File: config.mk
export PLATFORM = sky130hd
export DESIGN_NAME = fetch_prefetch_flat
export DESIGN_NICKNAME = d
export VERILOG_FILES = /design/src/rtl/fetch_prefetch_if.sv /design/src/rtl/fetch_prefetch.sv /design/src/flat_wrapper.sv
export SDC_FILE = /design/constraint.sdc
export NUM_CORES = 1
export LEC_CHECK = 0
export ABC_AREA = 1
export ABC_CLOCK_PERIOD_IN_PS = 5400
export CORE_MARGIN = 2
export CORE_UTILIZATION = 50
export CTS_CLUSTER_DIAMETER = 150
export DETAILED_ROUTE_END_ITERATION = 6
export PLACE_DENSITY = 0.71
export SLEW_MARGIN = 30
export SYNTH_ARGS = -nofsm -noshare
export SYNTH_HDL_FRONTEND = slang
export SYNTH_SLANG_ARGS = --single-unit
File: constraint.sdc
create_clock -name clk -period 5.4 [get_ports clk]
set_clock_uncertainty 0.2 [all_clocks]
set_input_delay 0.54 -clock clk [delete_from_list [all_inputs] [get_ports clk]]
set_output_delay 0.54 -clock clk [all_outputs]
set_load 0.005 [all_outputs]
File: src/rtl/fetch_prefetch_if.sv
// Instruction-memory request/response bus between the fetch stage (master) and memory (slave).
interface fetch_prefetch_if #(
    parameter int XLEN = 16,
    parameter int ILEN = 16
);
    logic            imem_req;
    logic [XLEN-1:0] imem_addr;
    logic            imem_ready;
    logic            imem_rvalid;
    logic [ILEN-1:0] imem_rdata;

    modport master (
        output imem_req,
        output imem_addr,
        input  imem_ready,
        input  imem_rvalid,
        input  imem_rdata
    );

    modport slave (
        input  imem_req,
        input  imem_addr,
        output imem_ready,
        output imem_rvalid,
        output imem_rdata
    );
endinterface

File: src/rtl/fetch_prefetch.sv
// Fetch stage: owns the fetch PC, issues pipelined in-order fetches, buffers them in a
// prefetch queue and feeds the IF/ID register; redirects flush queued and in-flight work.
module fetch_prefetch #(
    parameter int              XLEN      = 16,
    parameter int              ILEN      = 16,
    parameter int              DEPTH     = 4,
    parameter int              PC_STEP   = 2,
    parameter logic [XLEN-1:0] RESET_PC  = '0,
    parameter logic [ILEN-1:0] NOP_INSTR = '0
) (
    input  logic                   clk,
    input  logic                   rst,
    input  logic                   PCSrcE,
    input  logic [XLEN-1:0]        PCTargetE,
    input  logic                   StallD,
    fetch_prefetch_if.master       imem,
    output logic [ILEN-1:0]        InstrD,
    output logic [XLEN-1:0]        PCPlus2D,
    output logic                   ValidD
);
    localparam int CW = $clog2(DEPTH + 1);
    localparam int PW = $clog2(DEPTH);
    localparam logic [XLEN-1:0] STEP    = XLEN'(PC_STEP);
    localparam logic [CW:0]     LIMIT   = (CW + 1)'(DEPTH);

    logic [XLEN-1:0] pc_f;
    logic [XLEN-1:0] rsp_pc;
    logic [CW-1:0]   count;
    logic [CW-1:0]   inflight;
    logic [CW-1:0]   drop;
    logic [PW-1:0]   head;
    logic [PW-1:0]   tail;
    logic [ILEN-1:0] q_instr [DEPTH];
    logic [XLEN-1:0] q_pcp   [DEPTH];

    logic credit_ok;
    logic fire;
    logic rsp;
    logic dropping;
    logic push;
    logic pop;

    // Credits cover both buffered and outstanding fetches, so a response always has a slot.
    assign credit_ok = ((CW + 1)'(count) + (CW + 1)'(inflight)) < LIMIT;
    assign imem.imem_req  = !rst && !PCSrcE && credit_ok;
    assign imem.imem_addr = pc_f;

    assign fire     = imem.imem_req && imem.imem_ready;
    assign rsp      = imem.imem_rvalid && (inflight != '0);
    assign dropping = rsp && (drop != '0);
    assign push     = rsp && !dropping && !PCSrcE;
    assign pop      = !StallD && !PCSrcE && (count != '0);

    always_ff @(posedge clk or posedge rst) begin
        if (rst) begin
            pc_f     <= RESET_PC;
            rsp_pc   <= RESET_PC;
            count    <= '0;
            inflight <= '0;
            drop     <= '0;
            head     <= '0;
            tail     <= '0;
            InstrD   <= NOP_INSTR;
            PCPlus2D <= '0;
            ValidD   <= 1'b0;
        end else begin
            inflight <= inflight + CW'(fire) - CW'(rsp);
            if (PCSrcE) begin
                // Everything still outstanding belongs to the wrong path.
                pc_f   <= PCTargetE;
                rsp_pc <= PCTargetE;
                count  <= '0;
                head   <= '0;
                tail   <= '0;
                drop   <= inflight - CW'(rsp);
                InstrD <= NOP_INSTR;
                ValidD <= 1'b0;
            end else begin
                if (fire) begin
                    pc_f <= pc_f + STEP;
                end
                if (dropping) begin
                    drop <= drop - CW'(1);
                end
                if (push) begin
                    tail   <= tail + PW'(1);
                    rsp_pc <= rsp_pc + STEP;
                end
                if (pop) begin
                    head <= head + PW'(1);
                end
                count <= count + CW'(push) - CW'(pop);

                // IF/ID boundary
                if (!StallD) begin
                    if (pop) begin
                        InstrD   <= q_instr[head];
                        PCPlus2D <= q_pcp[head];
                        ValidD   <= 1'b1;
                    end else begin
                        InstrD <= NOP_INSTR;
                        ValidD <= 1'b0;
                    end
                end
            end
        end
    end

    always_ff @(posedge clk) begin
        if (push) begin
            q_instr[tail] <= imem.imem_rdata;
            q_pcp[tail]   <= rsp_pc + STEP;
        end
    end
endmodule

File: src/flat_wrapper.sv
// flat-port wrapper written by rule: the top's interface ports become plain ports
module fetch_prefetch_flat 
#(
    parameter int              XLEN      = 16,
    parameter int              ILEN      = 16,
    parameter int              DEPTH     = 4,
    parameter int              PC_STEP   = 2,
    parameter logic [XLEN-1:0] RESET_PC  = '0,
    parameter logic [ILEN-1:0] NOP_INSTR = '0
)
  (clk, rst, PCSrcE, PCTargetE, StallD, InstrD, PCPlus2D, ValidD, imem_imem_req, imem_imem_addr, imem_imem_ready, imem_imem_rvalid, imem_imem_rdata);
  fetch_prefetch_if #(.XLEN(XLEN), .ILEN(ILEN)) imem_i ();
  input  logic clk;
  input  logic rst;
  input  logic PCSrcE;
  input  logic [XLEN-1:0] PCTargetE;
  input  logic StallD;
  output logic [ILEN-1:0] InstrD;
  output logic [XLEN-1:0] PCPlus2D;
  output logic ValidD;
  output wire logic [$bits(imem_i.imem_req)-1:0] imem_imem_req;
  output wire logic [$bits(imem_i.imem_addr)-1:0] imem_imem_addr;
  input wire logic [$bits(imem_i.imem_ready)-1:0] imem_imem_ready;
  input wire logic [$bits(imem_i.imem_rvalid)-1:0] imem_imem_rvalid;
  input wire logic [$bits(imem_i.imem_rdata)-1:0] imem_imem_rdata;
  assign imem_imem_req = imem_i.imem_req;
  assign imem_imem_addr = imem_i.imem_addr;
  assign imem_i.imem_ready = imem_imem_ready;
  assign imem_i.imem_rvalid = imem_imem_rvalid;
  assign imem_i.imem_rdata = imem_imem_rdata;
  fetch_prefetch #(.XLEN(XLEN), .ILEN(ILEN), .DEPTH(DEPTH), .PC_STEP(PC_STEP), .RESET_PC(RESET_PC), .NOP_INSTR(NOP_INSTR)) u_core (.clk(clk), .rst(rst), .PCSrcE(PCSrcE), .PCTargetE(PCTargetE), .StallD(StallD), .imem(imem_i), .InstrD(InstrD), .PCPlus2D(PCPlus2D), .ValidD(ValidD));
endmodule
==> flow_summary_export.csv <==
group,metric,value,unit
power_and_ir_drop,leakagePower,4.42,nW
global_route,grt-ovfl-total,0,
power_and_ir_drop,p_per_area,436,nW/um^2
critical_path,slowest_delay,1.04,ns
detailed_routing,viasPerCell,5.30,
critical_path,critical_path_required,5.62,ns
cts,path_clk_slew,0.06,ns
synth,syn_avg_cell_area,10.3,um^2
critical_path,crit_path_max_fanout,22,
layout,n_antenna_cell,0,
timing,rsz0062_at_grt,"no",
timing,relSlewSlack,41.6,%
layout,layout_commonest_cell,"nand2_1",
layout,post_route_cells_drive_above_1_share,6.92,%
synth,netlist_instances,868,
global_route,antenna_found_initial,0,
cts,ctsLongestPathBuffers,3,
layout,area_growth_syn_to_layout,20.2,%
die,ios,88,
global_route,grt_util_all_layers,20.8,%
cts,ctsHtreeMaxLevel,1,
detailed_routing,drt_wl_total,19300,um
critical_path,rr_startpoint,"u_core.drop[0]",
worst_hold_path,hp-class,"primary input to asynchronous set/reset pin",
placed_design,io_buffer_count,87,
die,die_w,138,um
timing,maxSlewViolCount,0,
critical_path,cp_cell_sequence,"clkdlybuf4s50_1, nor2_1, o21ai_4, inv_1, ha_1, inv_1, ha_1, inv_1, fa_1, and3_1, nor3_1",
power_and_ir_drop,max-vdd-ir-drop,0.000237,V
critical_path,crit_path_end_kind,"flip-flop",
detailed_routing,ant_nets,0,
cts,cts_sinks,206,
critical_path,worst-setup-path-type,"primary input to flip-flop",
outcome,outcome,"finished, final reports clean",
timing,finalSetupViolations,0,
timing,max_slew.worst_pin.slew,0.873,ns
die,die_y,138,um
synth,ys_ff_latch,206,
critical_path,startpoint,"StallD",
cts,cts_hold_buf,0,
timing,fin_setup_tns,0,ns
synth,synth_fp_nets,924,
critical_path,crit_top_cell,"inv_1",
detailed_routing,drc,0,
placed_design,place_congestion,0.894,
synth,ys_types,35,
detailed_routing,firstDrtPassIters,5,
layout,nets,1008,
detailed_routing,drt-initial-drc-count,520,
die,start_util,51.4,%
timing,fin_crit,3.18,ns
critical_path,crit_arrival,3.40,ns
placed_design,preCtsSetupSlack,1.61,ns
detailed_routing,wl_per_cell,16.2,um
timing,timing.final.crit_share,58.9,%
die,placementRows,48,
placed_design,dp_hpwl,11600,um
critical_path,crit_slowest_cell,"clkdlybuf4s50_1",
critical_path,cp_top_family,"buffers and inverters",
global_route,grt_pass1_vias,6073,
timing,hold_viol_final,0,
die,core-area,17400,um^2
job,cap_violations,0,
cts,numCtsBuffers,22,
synth,syn_area,8950,um^2
cts,cts_setup_buffers,0,
critical_path,cp_num_buf_inv,4,
timing,hold-worst-slack,0.0453,ns
detailed_routing,vias,6323,
synth,synth_warnings,0,
cts,insertion_delay,0.50,ns
global_route,grt_pass1_wl,30600,um
timing,max_freq,314,MHz
power_and_ir_drop,finalPower,4.69,mW
layout,layout_common_cells,"nand2_1 (249), edfxtp_1 (128), clkdlybuf4s50_1 (87)",
synth,ys_seq_area_share,64.8,%
cts,clockRootBuffer,"clkbuf_16",
cts,cts_tree,"yes",
timing,final.setup.worst_slack,2.22,ns
global_route,grt_max_degree,74,
cts,cts_resized,0,
layout,final_core_util,61.7,%
critical_path,crit_path_start_kind,"primary input",
die,dieArea,19000,um^2
synth_stat cells:
cell        n  area, um^2
nor3_4      1        16.3
nor3_1      2        10.0
a31oi_1     1        6.26
inv_1      53         199
o21ai_1     2        10.0
xor2_1      9        78.8
buf_4       5        37.5
nand2_1   249         935
nor2_4      2        22.5
nand3_4     1        17.5
inv_2       2        7.51
a21boi_0    1        7.51
buf_1       2        7.51
edfxtp_1  128        3840
ha_1       16         200
o22ai_1    17         106
clkbuf_1   19        71.3
and2_1      2        12.5
buf_2       9        45.0
buf_6       2        22.5
o21ai_0    68         340
dfrtp_1    78        1950
xnor2_1     8        70.1
o21bai_1    1        7.51
or2_2       3        18.8
nand2_4     2        22.5
o211ai_1    2        15.0
fa_1        2        40.0
nor2_2      1        6.26
nor2_1     76         285
a21oi_1    39         195
nand3_1    56         280
and3_1      1        6.26
inv_6       1        8.76
nand4_1     7        43.8
layer usage:
metal	vias up	track usage, %	wire length (um)
met5	-	0	0
met4	0	5.39	282
met3	28	2.98	1170
met2	198	34.1	8990
met1	3014	29.3	8830
li1	3083	-	-
power by group:
part / leakage [nW] / total, mW / internal [mW] / switching [mW]
clock network: 0.352 / 1.48 / 0.877 / 0.607
registers: 2.14 / 2.08 / 1.92 / 0.158
logic: 1.93 / 1.13 / 0.472 / 0.658
state kept, by name, indices dropped and copies added (netlist names), 16 cells and up:
register               flops
u_core.q_instr            64
u_core.q_pcp              64
u_core.InstrD             16
u_core.PCPlus2D           16
u_core.imem.imem_addr     16
u_core.rsp_pc             16
kinds of logic after synthesis:
logic type	after synthesis	synth area share (%)
AND/OR/NAND/NOR	403	18.7
flip-flops	206	64.8
AO/OA/AOI/OAI	131	7.69
buffers and inverters	93	4.46
adder cells (fa/ha/maj)	18	2.68
XOR/XNOR	17	1.66
per-stage QoR:
| step | std cells | cell area, um^2 |
|---|---|---|
| 6_report | 1193 | 10800 |
| 5_1_grt | 1193 | 10800 |
| 4_1_cts | 1193 | 10700 |
| 3_5_place_dp | 1153 | 10000 |
| 3_3_place_gp | 1153 | 10000 |
| 2_1_floorplan | 868 | 8950 |
layout make-up:
type,count,area (um^2)
inverters,56,219
multi-input cells,569,2780
clock inverters,7,48.8
well taps,225,282
flip-flops and latches,206,5800
repair buffers,97,950
clock buffers,33,683
fillers,1436,6660
worst paths after layout:
path	slack, ns	to	cells after the start
hold reg to reg	0.28	u_core.PCPlus2D[5]	2
max in group asynchronous	4.03	u_core.head[0]	3
setup / recovery	2.22	u_core.count[2]	11
hold / removal	0.05	u_core.drop[0]	2
min in group clk	0.28	u_core.PCPlus2D[5]	2
setup reg to reg	2.50	u_core.q_instr[2][6]	10
No activity file was read; power rests on OpenSTA's default activity.
